==> config.mk <==
export PLATFORM = sky130hd
export DESIGN_NAME = ahb2apb_req_arbiter
export DESIGN_NICKNAME = d
export VERILOG_FILES = /design/src/rtl/ahb2apb_req_arbiter_pkg.sv /design/src/rtl/ahb2apb_req_arbiter_rr.sv /design/src/rtl/ahb2apb_req_arbiter.sv
export SDC_FILE = /design/constraint.sdc
export NUM_CORES = 1
export LEC_CHECK = 0
export CORE_MARGIN = 2
export CORE_UTILIZATION = 42
export CTS_CLUSTER_SIZE = 30
export DETAILED_ROUTE_END_ITERATION = 10
export PLACE_DENSITY_LB_ADDON = 0.2
export SLEW_MARGIN = 20
export SYNTH_ARGS = -nofsm -noshare
export SYNTH_HDL_FRONTEND = slang
export SYNTH_SLANG_ARGS = --single-unit
==> constraint.sdc <==
create_clock -name hclk -period 2.3 [get_ports hclk]
set_clock_uncertainty 0.05 [all_clocks]
set_input_delay 0.46 -clock hclk [delete_from_list [all_inputs] [get_ports hclk]]
set_output_delay 0.46 -clock hclk [all_outputs]
set_load 0.01 [all_outputs]
==> src/rtl/ahb2apb_req_arbiter_pkg.sv <==
// ahb2apb_arb_pkg: shared types and AHB-lite encodings for the requester
// arbiter in front of the AHB2APB bridge.
//   state_e        : transfer sequencer states (IDLE, ADDR, DATA)
//   HTRANS_*       : AHB-lite transfer type encodings used by the sequencer
//   HSIZE_WORD     : the only transfer size issued (32-bit word)
package ahb2apb_arb_pkg;

  typedef enum logic [1:0] {
    IDLE = 2'd0,
    ADDR = 2'd1,
    DATA = 2'd2
  } state_e;

  localparam logic [1:0] HTRANS_IDLE   = 2'b00;
  localparam logic [1:0] HTRANS_NONSEQ = 2'b10;
  localparam logic [2:0] HSIZE_WORD    = 3'b010;

endpackage

==> src/rtl/ahb2apb_req_arbiter_rr.sv <==
// rr_arbiter: round-robin arbiter over NUM_REQ request lines.
//   hclk, hreset : clock, synchronous active-high reset
//   req          : request vector
//   enable       : grant is consumed this cycle; advances the pointer
//   grant        : one-hot winner (zero when no request)
//   grant_idx    : index of the winner
// The search starts one past the last winner, so after reset (pointer at
// NUM_REQ-1) requester 0 has top priority.
module rr_arbiter #(
  parameter int NUM_REQ = 2,
  localparam int IDX_W  = (NUM_REQ > 1) ? $clog2(NUM_REQ) : 1
) (
  input  logic               hclk,
  input  logic               hreset,
  input  logic [NUM_REQ-1:0] req,
  input  logic               enable,
  output logic [NUM_REQ-1:0] grant,
  output logic [IDX_W-1:0]   grant_idx
);

  logic [IDX_W-1:0] r_last;
  logic             w_found;
  int               w_j;

  always_comb begin
    grant     = '0;
    grant_idx = '0;
    w_found   = 1'b0;
    w_j       = 0;
    for (int k = 1; k <= NUM_REQ; k++) begin
      // wrap without a modulo operator so non-power-of-two counts stay cheap
      w_j = int'(r_last) + k;
      if (w_j >= NUM_REQ) w_j = w_j - NUM_REQ;
      if (!w_found && req[w_j]) begin
        w_found    = 1'b1;
        grant[w_j] = 1'b1;
        grant_idx  = IDX_W'(w_j);
      end
    end
  end

  always_ff @(posedge hclk) begin
    if (hreset)                r_last <= IDX_W'(NUM_REQ - 1);
    else if (enable && |req)   r_last <= grant_idx;
  end

endmodule

==> src/rtl/ahb2apb_req_arbiter.sv <==
// ahb2apb_req_arbiter: shares the AHB2APB bridge slave port between NUM_REQ
// register-access requesters. Each accepted request becomes one NONSEQ word
// transfer; the response (read data, error) returns to the owning requester.
//   hclk, hreset        : clock, synchronous active-high reset
//   req_valid/write/addr/wdata : per-requester request (packed slices)
//   req_ready           : combinational one-hot accept, IDLE only
//   rsp_valid           : one-cycle completion pulse to the owner
//   rsp_rdata, rsp_err  : captured HRDATA / HRESP of the completed transfer
//   hsel..hwdata        : registered AHB-lite master outputs to the bridge
//   hready, hrdata, hresp : bridge hreadyout, read data, response
module ahb2apb_req_arbiter
  import ahb2apb_arb_pkg::*;
#(
  parameter int NUM_REQ    = 2,
  parameter int ADDR_WIDTH = 32,
  parameter int DATA_WIDTH = 32,
  localparam int IDX_W     = (NUM_REQ > 1) ? $clog2(NUM_REQ) : 1
) (
  input  logic                          hclk,
  input  logic                          hreset,
  input  logic [NUM_REQ-1:0]            req_valid,
  input  logic [NUM_REQ-1:0]            req_write,
  input  logic [NUM_REQ*ADDR_WIDTH-1:0] req_addr,
  input  logic [NUM_REQ*DATA_WIDTH-1:0] req_wdata,
  output logic [NUM_REQ-1:0]            req_ready,
  output logic [NUM_REQ-1:0]            rsp_valid,
  output logic [DATA_WIDTH-1:0]         rsp_rdata,
  output logic                          rsp_err,
  output logic                          hsel,
  output logic [1:0]                    htrans,
  output logic [ADDR_WIDTH-1:0]         haddr,
  output logic                          hwrite,
  output logic [2:0]                    hsize,
  output logic [DATA_WIDTH-1:0]         hwdata,
  input  logic                          hready,
  input  logic [DATA_WIDTH-1:0]         hrdata,
  input  logic                          hresp
);

  state_e              r_state, w_next;
  logic [IDX_W-1:0]    r_owner;
  logic [DATA_WIDTH-1:0] r_wdata;

  logic [NUM_REQ-1:0]  w_grant;
  logic [IDX_W-1:0]    w_grant_idx;
  logic                w_arb_en;
  logic                w_accept;
  logic                w_addr_done;
  logic                w_data_done;

  // reset also masks the accept so req_ready reads 0 while hreset is high
  assign w_arb_en    = (r_state == IDLE) && !hreset;
  assign w_accept    = w_arb_en && |req_valid;
  assign w_addr_done = (r_state == ADDR) && hready;
  assign w_data_done = (r_state == DATA) && hready;

  assign req_ready = w_arb_en ? w_grant : '0;
  assign hsize     = HSIZE_WORD;

  rr_arbiter #(.NUM_REQ(NUM_REQ)) u_rr (
    .hclk      (hclk),
    .hreset    (hreset),
    .req       (req_valid),
    .enable    (w_arb_en),
    .grant     (w_grant),
    .grant_idx (w_grant_idx)
  );

  always_comb begin
    w_next = r_state;
    unique case (r_state)
      IDLE:    if (|req_valid) w_next = ADDR;
      ADDR:    if (hready)     w_next = DATA;
      DATA:    if (hready)     w_next = IDLE;
      default:                 w_next = IDLE;
    endcase
  end

  always_ff @(posedge hclk) begin
    if (hreset) begin
      r_state   <= IDLE;
      r_owner   <= '0;
      r_wdata   <= '0;
      hsel      <= 1'b0;
      htrans    <= HTRANS_IDLE;
      haddr     <= '0;
      hwrite    <= 1'b0;
      hwdata    <= '0;
      rsp_valid <= '0;
      rsp_rdata <= '0;
      rsp_err   <= 1'b0;
    end else begin
      r_state   <= w_next;
      rsp_valid <= '0;
      // address phase registers double as the holding registers for addr/write
      if (w_accept) begin
        haddr   <= req_addr[int'(w_grant_idx)*ADDR_WIDTH +: ADDR_WIDTH];
        hwrite  <= req_write[w_grant_idx];
        r_wdata <= req_wdata[int'(w_grant_idx)*DATA_WIDTH +: DATA_WIDTH];
        r_owner <= w_grant_idx;
        hsel    <= 1'b1;
        htrans  <= HTRANS_NONSEQ;
      end
      // hwdata is driven in the data phase even for reads; the bridge ignores it
      if (w_addr_done) begin
        hsel   <= 1'b0;
        htrans <= HTRANS_IDLE;
        hwdata <= r_wdata;
      end
      // hresp during a wait cycle is the first half of an ERROR; only the
      // completing edge is captured
      if (w_data_done) begin
        rsp_valid <= NUM_REQ'(1) << r_owner;
        rsp_rdata <= hrdata;
        rsp_err   <= hresp;
      end
    end
  end

endmodule
[Yosys cells after proc, flatten, opt, wreduce, memory -nomap -nowiden]
Index checks and enable logic that the tools add are counted.
Cells by class
  $add $sub $neg: 4
  magnitude comparators: 7
  equal/unequal tests: 5
  shifts and indexed selects: 3
  mux-type cells: 24
  bitwise logic cells: 2
  reductions and logical operators: 14
Operator list (number)
  $shiftx A64 B7 Y32: 2
  $ge A32 B1 Y1 const B: 2
  $ge A32 B3 Y1 const B: 2
  $lt A32 B3 Y1 const B: 2
  $mux W32: 2
  $sub A32 B3 Y32 const B: 2
  $mux W1: 13
  $mux W2: 6
  $logic_and A1 B1 Y1: 7
  $pmux W2 S3: 1
  $reduce_or A2 Y1: 3
  $ne A2 B2 Y1 const B: 2
  $add A1 B2 Y3 const B: 1
  $reduce_and A3 Y1: 1
  $add A1 B1 Y2 const B: 1
  $demux W1 S1: 2
  $eq A2 B1 Y1 const B: 1
  $eq A2 B2 Y1 const B: 1
  $logic_not A1 Y1: 2
  $logic_not A2 Y1: 1
  $lt A1 B2 Y1 const B: 1
  $ne A2 B1 Y1 const B: 1
  $or A2 B2 Y2: 1
  $shl A1 B1 Y2 const A: 1
  $not A1 Y1: 1
Storage, ports and cells
  register bits after elaboration: 137
  bits of input ports: 168
  output and inout port bits: 108
  logic and storage cells: 70

[Logic depth before layout (Yosys ltp)]
  word-level depth: 12
  mapped depth: 6

[By module]
From an unflattened synthesis, not the netlist that was laid out.
Second synthesis, totals
  cell total of the unflattened synthesis: 623
  area, all modules: 5957.0 um2
Modules (own cells, without submodules)
  ahb2apb_req_arbiter: times used 1, cells each 615, area an instance 5888.1 um2, sequential area each 2722.6 um2
  rr_arbiter: times used 1, cells each 8, area an instance 68.8 um2, sequential area each 20.0 um2

[Worst setup path after synthesis]
OpenSTA, ideal clock, no wires.
  path kind: input to output
  from: input hreset
  to: output req_ready[0]
  arrival: 1003 ps
  slack: 787 ps
  stages: 3
  path buffers: 1
  path through: clkbuf_1 nor3_2 and3b_1
Between the ends
  longest elaborated chain between the ends: 3
Ends and longest elaborated chain
  start: declaration: RTL line ahb2apb_req_arbiter.sv:20  | input logic hreset,
  $logic_not A1 Y1: RTL line ahb2apb_req_arbiter.sv:52  | assign w_arb_en = (r_state == IDLE) && !hreset;
  $logic_and A1 B1 Y1: RTL line ahb2apb_req_arbiter.sv:52
  $mux W2: RTL line ahb2apb_req_arbiter.sv:57  | assign req_ready = w_arb_en ? w_grant : '0;
  end: declaration: RTL line ahb2apb_req_arbiter.sv:25  | output logic [NUM_REQ-1:0] req_ready,
No other way between the ends.

[Worst setup path in the final report]
  from: input req_valid[1]
  to: output req_ready[1]
Between the ends
  longest elaborated chain between the ends: 8
  elaborated cells on any way between the ends: 13
Ends and longest elaborated chain
  start: declaration: RTL line ahb2apb_req_arbiter.sv:21  | input logic [NUM_REQ-1:0] req_valid,
  $mux W1 (implied by the code) (3 in series): RTL line ahb2apb_req_arbiter_rr.sv:34  | if (!w_found && req[w_j]) begin
  $mux W1: RTL line ahb2apb_req_arbiter_rr.sv:34
  $logic_not A1 Y1: RTL line ahb2apb_req_arbiter_rr.sv:34
  $logic_and A1 B1 Y1: RTL line ahb2apb_req_arbiter_rr.sv:34
  $mux W2 *: RTL line ahb2apb_req_arbiter_rr.sv:34
  $mux W2 *: RTL line ahb2apb_req_arbiter.sv:57
Every way passes the cells marked *; elsewhere a longest branch is shown, timed or not. The select of a mux whose other input is x is not followed.

==> results.cfg <==
[worst_setup_path]
path_buf_inv = 2
r2r-end = r_wdata[21]
arrival_ps = 1600
ff2ff_path_depth = 5
crit_cells = 4
critPathKind = in -> out
critPathTopFamily = buffers and inverters
max_stage_delay_ps = 490
crit_start = req_valid[1]
worstPathMaxFanout = 3
crit_path_end = req_ready[1]
worstPathRequired_ps = 1790
end_kind = output port
worstReg2RegStart = u_rr.r_last
cp-start-kind = primary input
r2r_slack_ps = 800
path_cells = clkdlybuf4s50_1 > a21boi_4 > and2_1 > dlygate4sd2_1
slowest_stage = clkdlybuf4s50_1

[timing]
setup_viol = 0
worstMarginPinSlew_ps = 771
fmax_mhz = 475
finalCritPeriodShare_pct = 91.5
hold_viol_final = 0
maxSlewViolCount = 0
rsz0062_at_grt = false
slew-limit-headroom_pct = 48.6
layout_min_cycle_time_ps = 2110

[global_route]
grt-ovfl-total = 0
grt_use_met1_pct = 25.0
grt_usage_pct = 23.0
grtUsageMet3_pct = 6.85
grt_pass1_vias = 4936
antenna_found_initial = 0
met2_usage_pct = 42.3
grt_pass1_wl_mm = 24.1
grt-busiest-layer = met2
grt_max_degree = 73

[place]
hpwlAfterDp_mm = 11.4
dpl_cell_area_mm2 = 0.00811
place.gp.congestion = 0.770
io_buffers = 271
dpl.cell_count = 953

[synth]
seq_area_frac_synth_pct = 52.3
yosys.cell_types.count = 27
synth_cells = 542
ys_warn_count = 0
avgSynthCellArea_um2 = 9.68
synth_seq_cells = 137
netlist_area_mm2 = 0.00525

[layout]
antenna_cells = 0
area.sequential_mm2 = 0.00274
postLayoutCoreUtil_pct = 72.3
drive_gt1_share_pct = 6.85
final_nets = 972
area_growth_syn_to_layout_pct = 66.8
multi_input_area_mm2 = 0.00225
fillers = 905
fin_area_mm2 = 0.00875
layoutNonFillerInstCount = 985

[cts]
path_clk_slew_ps = 50
numCtsBuffers = 17
cts.hold.buffers_added = 0
cts_repair_resize_count = 2
cts-root-buf = clkbuf_16
clock_latency_ps = 400
cts_buffer_depth = 2
cts_setup_buffers = 0
cts_tree = built
htree_levels = 4
clock-sinks = 137

[floorplan]
pin_count = 276
die-area_mm2 = 0.0134
initial_core_util_pct = 43.3
core_area_mm2 = 0.0121
die_h_um = 116
rows = 40
die_w_um = 116

[detailed_routing]
wirelength_mm = 15.5
num_vias = 4941
via_per_inst = 5.02
wl_per_cell_um = 15.7
drt.antenna.violating_nets = 0
drc = 0
drtPass1Iterations = 4
first_iter_violations = 236

[power_and_ir_drop]
ir_drop_mv = 0.484
leakage_nw = 3.17
p_per_area_mw_per_mm2 = 738

[run_status]
outcome = finished, final reports clean

[worst_hold_path]
hold_path.class = reg -> reg

[flow_run]
drv_cap = 0
==> power by group <==
| group | leakage (nW) | internal (W) | switching [W] |
|---|---|---|---|
| Sequential | 1.12 | 0.00252 | 0.0000871 |
| Combinational | 1.75 | 0.000578 | 0.000389 |
| Clock | 0.301 | 0.00190 | 0.000982 |
| Total | 3.17 | 0.00500 | 0.00146 |
==> stage by stage <==
stage | TNS, ps | total power (W) | hold WS [ps] | setup WS, ps
floorplan | 0 | 0.00305 | 367 | 787
global placement | -156 | 0.00360 | 383 | -85.3
detailed placement | -182 | 0.00363 | 396 | -93.6
CTS | 0 | 0.00650 | 405 | 179
global route | 0 | 0.00669 | 423 | 118
finish | 0 | 0.00646 | 402 | 195
==> synth_stat cells <==
cell / number / area, µm²
dfxtp_1: 137 / 2740
nand2_1: 132 / 495
a21oi_1: 67 / 335
mux2i_1: 65 / 651
o2bb2ai_1: 65 / 569
buf_2: 24 / 120
buf_4: 15 / 113
clkbuf_1: 11 / 41.3
nor2_1: 4 / 15.0
and3b_1: 3 / 26.3
conb_1: 2 / 7.51
nand3b_1: 2 / 15.0
a2111oi_0: 1 / 8.76
a21boi_2: 1 / 11.3
a21o_1: 1 / 7.51
a21oi_2: 1 / 8.76
a221o_1: 1 / 10.0
and2_1: 1 / 6.26
inv_1: 1 / 3.75
nor2b_1: 1 / 6.26
nor3_1: 1 / 5.00
nor3_2: 1 / 10.0
nor3b_1: 1 / 7.51
o21ai_0: 1 / 5.00
o21ba_1: 1 / 10.0
o21bai_1: 1 / 7.51
or2_1: 1 / 6.26
==> kinds of logic after synthesis <==
logic type | count (synthesis) | synth area share, %
flip-flops | 137 | 52.3
other | 2 | 0.143
multiplexers | 65 | 12.4
AND/OR/NAND/NOR | 147 | 11.3
AO/OA/AOI/OAI | 140 | 18.6
buffers and inverters | 51 | 5.30
==> registers in the layout, indices dropped and copies added, names as in the netlist <==
name / flops
htrans: 1
haddr: 32
hwrite: 1
r_wdata: 32
rsp_valid: 2
u_rr.r_last: 1
rsp_err: 1
hwdata: 32
r_owner: 1
rsp_rdata: 32
r_state: 2
==> worst register-to-register path, cell delays in order (launching register included) <==
cell and delay [ps]:
dfxtp_1 340, a21boi_4 130, buf_4 130, buf_12 280, mux2i_1 330, o2bb2ai_1 120
==> area by class of cell <==
cell class / count / share of cell area (%)
clock buffers: 21 / 5.38
flip-flops and latches: 137 / 31.3
clock inverters: 11 / 1.93
inverters: 1 / 0.0429
multi-input cells: 356 / 25.7
repair buffers: 291 / 33.2
well taps: 168 / 2.40
==> routing by layer <==
metal	vias to the layer above	part of all wire [%]	wire (µm)
met2	217	52	8040
met3	21	7.9	1220
met1	2296	38	5940
li1	2407	-	-
met5	-	0	0
met4	0	1.7	268
==> placed cells by master, fill, tap and decap left out, types with 2 or more instances in the layout <==
| cell | count |
|---|---|
| dfxtp_1 | 137 |
| nand3b_1 | 2 |
| conb_1 | 4 |
| buf_12 | 4 |
| dlygate4sd2_1 | 2 |
| clkbuf_16 | 17 |
| clkinvlp_4 | 4 |
| a21oi_1 | 67 |
| clkinv_2 | 2 |
| nand2_1 | 131 |
| clkdlybuf4s50_1 | 268 |
| bufinv_16 | 4 |
| nor2_1 | 4 |
| buf_4 | 16 |
| clkbuf_8 | 3 |
| mux2i_1 | 65 |
| o2bb2ai_1 | 65 |
| and3b_1 | 3 |
==> worst min-delay path by stage <==
stage / from / to / slack [ps] / depth (start not counted)
after floorplan: r_owner / rsp_valid[0] / 370 / 1
after global placement: r_owner / rsp_valid[0] / 380 / 1
after detailed placement: r_wdata[30] / r_wdata[30] / 400 / 1
after CTS: r_wdata[19] / hwdata[19] / 400 / 2
after global routing: r_wdata[6] / hwdata[6] / 420 / 2
final: r_owner / rsp_valid[0] / 400 / 1
Note: power is estimated with default switching activity, not from simulation.
